--- config.mk ---
export PLATFORM = sky130hd
export DESIGN_NAME = f_pc_fetch
export DESIGN_NICKNAME = d
export VERILOG_FILES = /design/src/rtl/f_pc_fetch.sv
export SDC_FILE = /design/constraint.sdc
export NUM_CORES = 1
export LEC_CHECK = 0
export ABC_AREA = 1
export CAP_MARGIN = 10
export CORE_AREA = 4 4 134 136
export CTS_BUF_LIST = sky130_fd_sc_hd__clkbuf_8 sky130_fd_sc_hd__clkbuf_16
export DETAILED_ROUTE_END_ITERATION = 12
export DIE_AREA = 0 0 138 140
export GPL_ROUTABILITY_DRIVEN = 0
export PLACE_DENSITY = 0.81
export SYNTH_ARGS = -nofsm -noshare
export SYNTH_HDL_FRONTEND = slang
export SYNTH_SLANG_ARGS = --single-unit
--- constraint.sdc ---
create_clock -name i_clk -period 1.8 [get_ports i_clk]
set_clock_uncertainty 0.15 [all_clocks]
set_input_delay 0.18 -clock i_clk [delete_from_list [all_inputs] [get_ports i_clk]]
set_output_delay 0.18 -clock i_clk [all_outputs]
set_load 0.01 [all_outputs]
--- src/rtl/f_pc_fetch.sv ---
// ============================================================================
// Module   : f_pc_fetch
// Desc     : Fetch-stage PC unit with MIPS single delay-slot redirect and a
//            valid/ready instruction-memory request. Optional redirect
//            counter enabled by macro F_REDIRECT_CNT_EN.
// Revision : 1.0 - initial release
// ============================================================================
`default_nettype none

module f_pc_fetch #(
  parameter logic [31:0] RESET_PC = 32'hBFC0_0000,
  parameter int          ADDR_W   = 32
) (
  input  logic              i_clk,
  input  logic              i_rst_n,
  input  logic              i_stall,
  input  logic              i_d_valid,
  input  logic              i_con_ifbranch,
  input  logic [1:0]        i_con_jump,
  input  logic [ADDR_W-1:0] i_d_pc_plus4,
  input  logic [15:0]       i_branch_imm,
  input  logic [25:0]       i_jump_index,
  input  logic [ADDR_W-1:0] i_data_rs,
  input  logic              i_imem_ready,
  output logic              o_imem_req,
  output logic [ADDR_W-1:0] o_imem_addr,
  output logic [ADDR_W-1:0] o_pc,
  output logic [ADDR_W-1:0] o_pc_plus4
`ifdef F_REDIRECT_CNT_EN
  ,
  output logic [31:0]       o_redirect_cnt
`endif
);

  localparam logic [1:0] c_jump_none  = 2'b00;
  localparam logic [1:0] c_jump_index = 2'b01;
  localparam logic [1:0] c_jump_reg   = 2'b10;

  typedef enum logic [1:0] {
    ST_BOOT = 2'd0,
    ST_RUN  = 2'd1,
    ST_HOLD = 2'd2
  } state_t;

  state_t            r_state;
  state_t            w_state_nxt;
  logic [ADDR_W-1:0] r_pc;
  logic [ADDR_W-1:0] w_pc_nxt;
  logic [ADDR_W-1:0] r_pend;
  logic [ADDR_W-1:0] w_pend_nxt;
  logic              w_req;
  logic              w_accept;
  logic              w_capture;
  logic              w_redirect;
  logic [ADDR_W-1:0] w_target;
  logic [ADDR_W-1:0] w_br_target;
  logic [ADDR_W-1:0] w_j_target;
  logic [ADDR_W-1:0] w_jr_target;
  logic              w_unused_rs_low;

  // jr/jalr targets are word aligned; the low rs bits are dropped on purpose.
  assign w_unused_rs_low = ^i_data_rs[1:0];

  assign w_br_target = i_d_pc_plus4 + {{(ADDR_W-18){i_branch_imm[15]}}, i_branch_imm, 2'b00};
  assign w_j_target  = {i_d_pc_plus4[ADDR_W-1:ADDR_W-4], i_jump_index, 2'b00};
  assign w_jr_target = {i_data_rs[ADDR_W-1:2], 2'b00};

  assign w_redirect = i_d_valid & ~i_stall &
                      (i_con_ifbranch | (i_con_jump == c_jump_index) |
                       (i_con_jump == c_jump_reg));

  always_comb begin
    w_target = w_br_target;
    if (i_con_jump == c_jump_reg) begin
      w_target = w_jr_target;
    end else if (i_con_jump == c_jump_index) begin
      w_target = w_j_target;
    end else if (i_con_jump == c_jump_none) begin
      w_target = w_br_target;
    end
  end

  always_comb begin
    w_state_nxt = r_state;
    w_pc_nxt    = r_pc;
    w_pend_nxt  = r_pend;
    w_req       = 1'b0;
    w_accept    = 1'b0;
    w_capture   = 1'b0;
    case (r_state)
      ST_BOOT: begin
        w_state_nxt = ST_RUN;
      end
      ST_RUN: begin
        w_req     = 1'b1;
        w_accept  = i_imem_ready & ~i_stall;
        w_capture = w_redirect;
        if (w_redirect) begin
          // Delay slot is the word being fetched now; the target follows it.
          if (w_accept) begin
            w_pc_nxt = w_target;
          end else begin
            w_pend_nxt  = w_target;
            w_state_nxt = ST_HOLD;
          end
        end else if (w_accept) begin
          w_pc_nxt = r_pc + 32'd4;
        end
      end
      ST_HOLD: begin
        w_req    = 1'b1;
        w_accept = i_imem_ready & ~i_stall;
        if (w_accept) begin
          w_pc_nxt    = r_pend;
          w_pend_nxt  = '0;
          w_state_nxt = ST_RUN;
        end
      end
      default: begin
        w_state_nxt = ST_BOOT;
      end
    endcase
  end

  always_ff @(posedge i_clk or negedge i_rst_n) begin
    if (!i_rst_n) begin
      r_state <= ST_BOOT;
      r_pc    <= RESET_PC;
      r_pend  <= '0;
    end else begin
      r_state <= w_state_nxt;
      r_pc    <= w_pc_nxt;
      r_pend  <= w_pend_nxt;
    end
  end

`ifdef F_REDIRECT_CNT_EN
  logic [31:0] r_redirect_cnt;

  always_ff @(posedge i_clk or negedge i_rst_n) begin
    if (!i_rst_n) begin
      r_redirect_cnt <= '0;
    end else if (w_capture && (r_redirect_cnt != 32'hFFFF_FFFF)) begin
      r_redirect_cnt <= r_redirect_cnt + 32'd1;
    end
  end

  assign o_redirect_cnt = r_redirect_cnt;
`else
  logic w_unused_capture;
  assign w_unused_capture = w_capture;
`endif

  assign o_imem_req  = w_req;
  assign o_imem_addr = r_pc;
  assign o_pc        = r_pc;
  assign o_pc_plus4  = r_pc + 32'd4;

endmodule

`default_nettype wire

## Yosys cells after proc, flatten, opt, wreduce, memory -nomap -nowiden

Cells that the tools add are included.

- Add/sub/neg operators: 2
- Mux-type cells: 16
- Reduce and logical (&&, ||, !) cells: 6
- Equality and inequality tests: 8
- Bitwise gates (word level): 6

Operators by type and width:

| cell | number |
|---|---|
| $mux W32 | 9 |
| $pmux W32 S2 | 2 |
| $add A32 B3 Y32 const B | 1 |
| $add A32 B32 Y32 | 1 |
| $ne A2 B2 Y1 const B | 4 |
| $mux W2 | 3 |
| $pmux W2 S3 | 1 |
| $reduce_and A3 Y1 | 2 |
| $eq A2 B1 Y1 const B | 2 |
| $eq A2 B2 Y1 const B | 2 |
| $reduce_and A4 Y1 | 1 |
| $and A1 B1 Y1 | 3 |
| $logic_not A2 Y1 | 1 |
| $or A1 B1 Y1 | 2 |
| $reduce_bool A2 Y1 | 1 |
| $reduce_or A2 Y1 | 1 |
| $mux W1 | 1 |
| $not A1 Y1 | 1 |

- Word-level logic and storage cells: 41
- Register bits after elaboration: 66
- Output and inout bits: 97

## Depth between registers and ports, before layout

Gate-level depths: netlist of run 1.

- Depth in word-level cells: 6
- Depth in mapped cells: 15
- Depth with buffers taken out: 15

## Worst setup path after synthesis of run 1

OpenSTA, ideal clock, no wires.

- Path type: register -> register
- Start: reg r_pc[3], in the netlist o_imem_addr[3]
- End: reg r_pc[22], in the netlist o_imem_addr[22]
- Period minus slack after synthesis: 2.161 ns
- Cell stages (with the launch flop): 11
- Library setup time: 0.073 ns
- Arrival: 1.938 ns
- Required time: 1.577 ns
- Path slack: -0.361 ns
- Cell sequence: dfrtp_1 ha_1 nand3_1 nor3_2 nand2_1 nor2_1 nand2_1 nor2_1 xor2_1 a21oi_1 a21oi_1

- Cells in the longest elaborated chain, start to end: 4

Ends and longest elaborated chain:

| element | line | text |
|---|---|---|
| start: declaration | 47 | `logic [ADDR_W-1:0] r_pc;` |
| start signal: assignment | 132 | `r_pc <= w_pc_nxt;` |
| $add A32 B3 Y32 | n/a |  |
| named net o_pc_plus4[22] | 28 | `output logic [ADDR_W-1:0] o_pc_plus4` |
| $mux W32 | 106 | `end else if (w_accept) begin` |
| $mux W32 | 98 | `if (w_redirect) begin` |
| $pmux W32 S2 | 90 | `case (r_state)` |

The timed path passes the listed nets, and every way through them passes these cells. The select of a mux whose other input is x is not followed.
A chain may end at the register's enable or synchronous reset.

## Worst setup path after layout of run 1

- Start: reg r_pc[6], in the netlist o_imem_addr[6]
- End: out o_pc_plus4[27]

- Cells in the longest elaborated chain, start to end: 1

Ends and longest elaborated chain:

| element | line | text |
|---|---|---|
| $add A32 B3 Y32 | 157 | `assign o_pc_plus4 = r_pc + 32'd4;` |
| end: declaration | 28 |  |

No other way between the ends.

==> results of run 1 <==
==> flip-flops by register name, indices dropped and copies added, names as in the netlist <==
name and flops:
o_imem_addr 32, r_pend 32, r_state 2
==> cell usage in the layout, fill, tap and decap left out, types with 11 or more instances in the layout <==
master / n
clkdlybuf4s50_1: 89
o21ai_1: 16
buf_4: 218
nand4_1: 13
a22o_1: 18
dlymetal6s2s_1: 11
inv_1: 101
nand2_4: 36
nand3_1: 26
o21ai_0: 27
dfrtp_1: 48
nor2_4: 33
buf_12: 14
clkbuf_2: 21
nand2_1: 225
nand2_2: 69
dlygate4sd2_1: 42
nor2_2: 26
a21oi_2: 35
inv_2: 32
ha_4: 31
a21oi_1: 25
buf_6: 68
nor2_1: 49
xor2_2: 13
nand3_2: 19
a21oi_4: 11
buf_2: 23
==> worst paths after layout <==
path | startpoint | to | slack, ps | cells after the start
worst min-delay path | i_rst_n | o_imem_addr[4]$_DFFE_PN0P_ | 190 | 2
worst max register to register | o_imem_addr[6]$_DFFE_PN0P_ | o_imem_addr[29]$_DFFE_PN1P_ | -540 | 16
min in group i_clk | i_d_pc_plus4[0] | r_pend[0]$_DFFE_PN0P_ | 300 | 3
max in group asynchronous | i_rst_n | o_imem_addr[29]$_DFFE_PN1P_ | 630 | 3
worst max-delay path | o_imem_addr[6]$_DFFE_PN0P_ | o_pc_plus4[27] | -740 | 8
worst min register to register | r_pend[27]$_DFFE_PN0P_ | r_pend[27]$_DFFE_PN0P_ | 360 | 2
==> report_power, final <==
part | total, W | switching, W | internal [W]
Clock | 0.00172 | 0.000676 | 0.00105
Combinational | 0.0134 | 0.00716 | 0.00625
Sequential | 0.00297 | 0.000701 | 0.00226
==> layer usage <==
layer / vias to the layer above / share of wire [%] / GRT usage (%) / wire length (um)
met1: 4765 / 32 / 34.7 / 13100
met4: 4 / 10 / 16.2 / 4120
li1: 4255 / - / - / -
met5: - / 0.13 / 0 / 54
met2: 1045 / 47 / 54.3 / 19100
met3: 381 / 11 / 5.43 / 4370
==> what timing repair did <==
item,CTS,global route
hold endpoints to repair,57,0
setup endpoints to repair,114,112
cloned,1,1
hold buffers,1,0
buffers inserted,60,62
gates resized for setup,453,368
pin swaps,123,188
==> worst max-delay path, stage by stage, from the launching register on <==
cell and delay (ps):
dfrtp_1 460, nand2_2 130, nor2_4 190, nand2_4 100, nor2_4 190, nand4_1 200, nor2_2 160, xor2_1 240
buf_2 200
==> cells by family after synthesis <==
kind of cell             share of synthesized area (%)
AND/OR/NAND/NOR                                   34.5
flip-flops                                        25.3
adder cells (fa/ha/maj)                           6.60
AO/OA/AOI/OAI                                     16.2
buffers and inverters                             13.3
XOR/XNOR                                          4.14
==> cell type report <==
| type | count | area [um^2] |
|---|---|---|
| flip-flops and latches | 66 | 1670 |
| clock buffers | 9 | 225 |
| clock inverters | 7 | 55.1 |
| multi-input cells | 787 | 6110 |
| fillers | 943 | 3600 |
| repair buffers | 501 | 4480 |
| inverters | 135 | 517 |
| well taps | 225 | 282 |
==> per-stage QoR <==
step	util [%]	hold slack (ps)	instance area, um^2
2_1_floorplan	-	-266	6730
3_3_place_gp	61.3	-50.0	10400
3_5_place_dp	61.3	-42.6	10400
4_1_cts	69.9	165	11800
5_1_grt	78.7	210	13300
6_report	78.7	189	13300
==> metrics.yaml, run 1 <==
run_status:
  status: "finished, violations left"
  violations: "negative setup slack"
logic_synthesis:
  seq_area_frac_synth_pct: 25.3
  syn_inst: 1047
  syn-num-nets: 1195
  synthesis.area_mm2: 0.00656
  synth_most_common_cell: "nand2_1"
  syn-mean-instance-area_um2: 6.27
  synth_cell_types: 44
  synth_warnings: 0
  postSynth.asyncResetShare_pct: 100
  synth_top_cell_by_area: "dfrtp_1"
  synth_edf_count: 0
  synth_commonest_cells: "330 x nand2_1, 128 x inv_1, 101 x nor2_1, 71 x a21oi_1, 57 x dfrtp_1"
  synth_top_area_share_pct: 21.7
  ys_ff_latch: 66
  ys_dominant_reg_cell: "dfrtp_1"
  synthTopCellsByArea: "dfrtp_1 22%, nand2_1 19%, inv_1 7.3%"
grt:
  grt_overflow_total: 0
  grt_pass1_vias: 9428
  grt.total_usage_pct: 30.4
  grt_pass1_wl_um: 48200
  antenna_found_initial: 2
  grt_start_max_net_pins: 54
routing:
  wirelength_um: 40800
  wire_per_inst_um: 23.6
  ant_nets: 0
  firstDrtPassIters: 7
  vias: 10450
  drtIter0Drc: 1425
  drc: 0
  via_per_inst: 6.04
power_and_ir_drop:
  irDropWorstVdd_v: 0.000967
  leakagePower_nw: 6.37
  p_total_w: 0.0181
  powerDensity_mw_per_mm2: 1360
critical_path:
  cp-end-kind: "primary output"
  path_class: "reg2out"
  cp_max_fo: 3
  required_ps: 1470
  crit_path_start_kind: "flop"
  critical_path_arrival_ps: 2210
floorplan:
  num_rows: 48
  die_area_mm2: 0.0193
  fp.dieH_um: 140
  start_util_pct: 38.8
  top_level_ports: 211
  core_area_mm2: 0.0169
  die_w_um: 138
clock_tree:
  cts_tree: "done"
  clkSinkCount: 66
  clk_latency_ps: 340
  clk_pin_slew_ps: 60
  cts_buffers: 9
  cts_buffer_depth: 2
  cts_htree_levels: 3
  clockRootBuffer: "clkbuf_16"
placed_design:
  pre_cts_ws_ps: -934
  dp.cells: 1629
  dp_hpwl_um: 20900
  port_buffers: 208
sta:
  setup_ws_ps: -742
  fin_tns_setup_ps: -23360
  relSlewSlack_pct: 61.2
  slew_viol_final: 0
  timing.fmax_ghz: 0.393
  period_minus_slack_ps: 2540
  worst_pin_slew_ps: 579
  fin_crit_sh_pct: 141
  setup_viol: 71
  finalHoldViolCount: 0
  rsz0062_at_grt: "true"
cells_and_area:
  synthToLayoutAreaGrowth_pct: 103
  drive_gt1_share_pct: 49.9
  finalNetCount: 1648
  fin_cells: 1730
  n_antenna_cell: 0
flow_run:
  maxCapViolations: 0
min_path:
  min_path_type: "in2async"
(Power assumes the default switching activity.)
==> run 2: changes to the inputs <==
Settings changed: CORE_AREA 4 4 134 136 to 4 4 168 170, DIE_AREA 0 0 138 140 to 0 0 172 174, PLACE_DENSITY 0.81 to 0.59.
==> run 2 against run 1 <==
Effect of this change:
- the flow still finishes with violations (negative setup slack)
- cell count rose by 6.6%
- hold slack improved by 76 ps
- register-to-register slack improved by 200 ps
- sequential share of layout area fell by 0.080 points
- maximum frequency rose by 5.2%
- global-route usage fell by 11 points
- flip-flop and latch count did not move
- core utilization fell by 28 points
==> metrics.yaml, run 2 (synthesized netlist as in run 1, its figures left out) <==
sta:
  timing.fmax_ghz: 0.414
  worst_pin_slew_ps: 459
  fin_crit_sh_pct: 134
  relSlewSlack_pct: 69.1
  finalHoldViolCount: 0
  worst_hold_slack_ps: 265
  setup_ws_ps: -617
  period_minus_slack_ps: 2420
  rsz0062_at_grt: "true"
  fin_tns_setup_ps: -15630
  slew_viol_final: 0
  setup_viol: 51
critical_path:
  cp_max_fo: 3
  required_ps: 1470
  path_class: "reg2out"
  crit_path_start_kind: "flop"
  cp-end-kind: "primary output"
  critical_path_arrival_ps: 2090
clock_tree:
  clockRootBuffer: "clkbuf_16"
  clk_pin_slew_ps: 50
  cts_tree: "done"
  cts_buffer_depth: 2
  clkSinkCount: 66
  cts_htree_levels: 3
  clk_latency_ps: 330
  cts_buffers: 9
floorplan:
  die_w_um: 172
  start_util_pct: 24.6
  die_area_mm2: 0.0299
  num_rows: 60
  core_area_mm2: 0.0267
  fp.dieH_um: 174
  top_level_ports: 211
placed_design:
  pre_cts_ws_ps: -895
  port_buffers: 208
  post_dp_cell_area_mm2: 0.0105
  dp_hpwl_um: 22800
grt:
  grt_pass1_wl_um: 45800
  grt_start_max_net_pins: 67
  grt_pass1_vias: 8722
  grt.total_usage_pct: 19.0
  grt_overflow_total: 0
  antenna_found_initial: 1
flow_run:
  maxCapViolations: 0
routing:
  wire_per_inst_um: 17.0
  drtIter0Drc: 612
  wirelength_um: 31300
  firstDrtPassIters: 7
  ant_nets: 0
  drc: 0
  vias: 8806
  via_per_inst: 4.78
power_and_ir_drop:
  leakagePower_nw: 6.38
  irDropWorstVdd_v: 0.000619
  powerDensity_mw_per_mm2: 1270
cells_and_area:
  multiInputGateArea_mm2: 0.00611
  finalNetCount: 1645
  finalInstanceArea_mm2: 0.0134
  final_cell_mix: "226 x buf_4, 225 x nand2_1, 107 x inv_1, 93 x clkdlybuf4s50_1, 66 x nand2_2"
  register_area_mm2: 0.00168
  fin_util_pct: 50.2
  drive_gt1_share_pct: 49.6
  final_common_cell: "buf_4"
  final.fill_count: 2408
  synthToLayoutAreaGrowth_pct: 105
run_status:
  status: "finished, violations left"
  violations: "negative setup slack"
min_path:
  min_path_type: "in2async"
-- run 2: cell types whose count changed in the layout (fill, tap and decap cells not counted), sizes merged --
cell,change
buf,-2
bufinv,+1
clkbuf,+4
clkdlybuf4s15,-6
clkdlybuf4s50,+4
clkinv,-1
clkinvlp,+1
diode,+1
dlygate4sd2,+3
dlymetal6s2s,-3
inv,-4
-- run 2: power by group --
group          leakage (nW)  switching [W]  internal [W]
Sequential            0.774       0.000590       0.00227
Clock                 0.165       0.000650       0.00132
Combinational          5.44        0.00617       0.00606
Total                  6.38        0.00741       0.00965
-- run 2: what timing repair did --
item                       4_1_cts  5_1_grt
hold endpoints to repair        57        0
setup buffers                   67       48
pin swaps                      140      179
cloned                           0        1
setup endpoints to repair      121       96
gates resized for setup        471      328
hold buffers                     1        0
-- run 2: layout make-up --
class / instances / share of cell area (%)
timing repair buffer: 498 / 32.4
inverter: 135 / 3.83
clock buffer: 12 / 1.98
antenna: 1 / 0.0186
multi-input combinational: 787 / 45.5
clock inverter: 4 / 0.540
tap: 341 / 3.18
sequential: 66 / 12.5
-- run 2: worst max-delay path: stages, from the launching register on --
cell and delay [ps]:
dfrtp_2 410, ha_4 170, nand3_4 80, nor3_4 230
nand2_2 140, nor2_4 130, nand2_2 110, nor2_4 120
xor2_2 190, buf_2 170
-- run 2: through the flow --
stage                     power (W)  instances
after floorplan             0.00724       1047
after global placement       0.0127       1745
after detailed placement     0.0128       1745
after CTS                    0.0157       1811
after global routing         0.0181       1844
final                        0.0171       1844
-- run 2: final timing paths --
| check | slack, ps | start | endpoint | cells past startpoint |
|---|---|---|---|---|
| setup / recovery | -620 | o_imem_addr[3]$_DFFE_PN0P_ | o_pc_plus4[22] | 9 |
| hold / removal | 260 | i_rst_n | o_imem_addr[4]$_DFFE_PN0P_ | 3 |
| setup reg to reg | -340 | o_imem_addr[3]$_DFFE_PN0P_ | o_imem_addr[20]$_DFFE_PN0P_ | 11 |
| hold reg to reg | 320 | r_pend[13]$_DFFE_PN0P_ | r_pend[13]$_DFFE_PN0P_ | 2 |
| max in group asynchronous | 890 | i_rst_n | o_imem_addr[24]$_DFFE_PN1P_ | 3 |
| min in group i_clk | 320 | i_d_pc_plus4[30] | r_pend[30]$_DFFE_PN0P_ | 6 |
-- run 2: metal layers --
layer  GRT usage (%)  vias up  routed length, um
met5               0        -                  0
met4            4.72        0                730
met3            2.96       50               2030
met2            32.8      344              15400
met1            24.8     4164              13100
li1                -     4248                  -
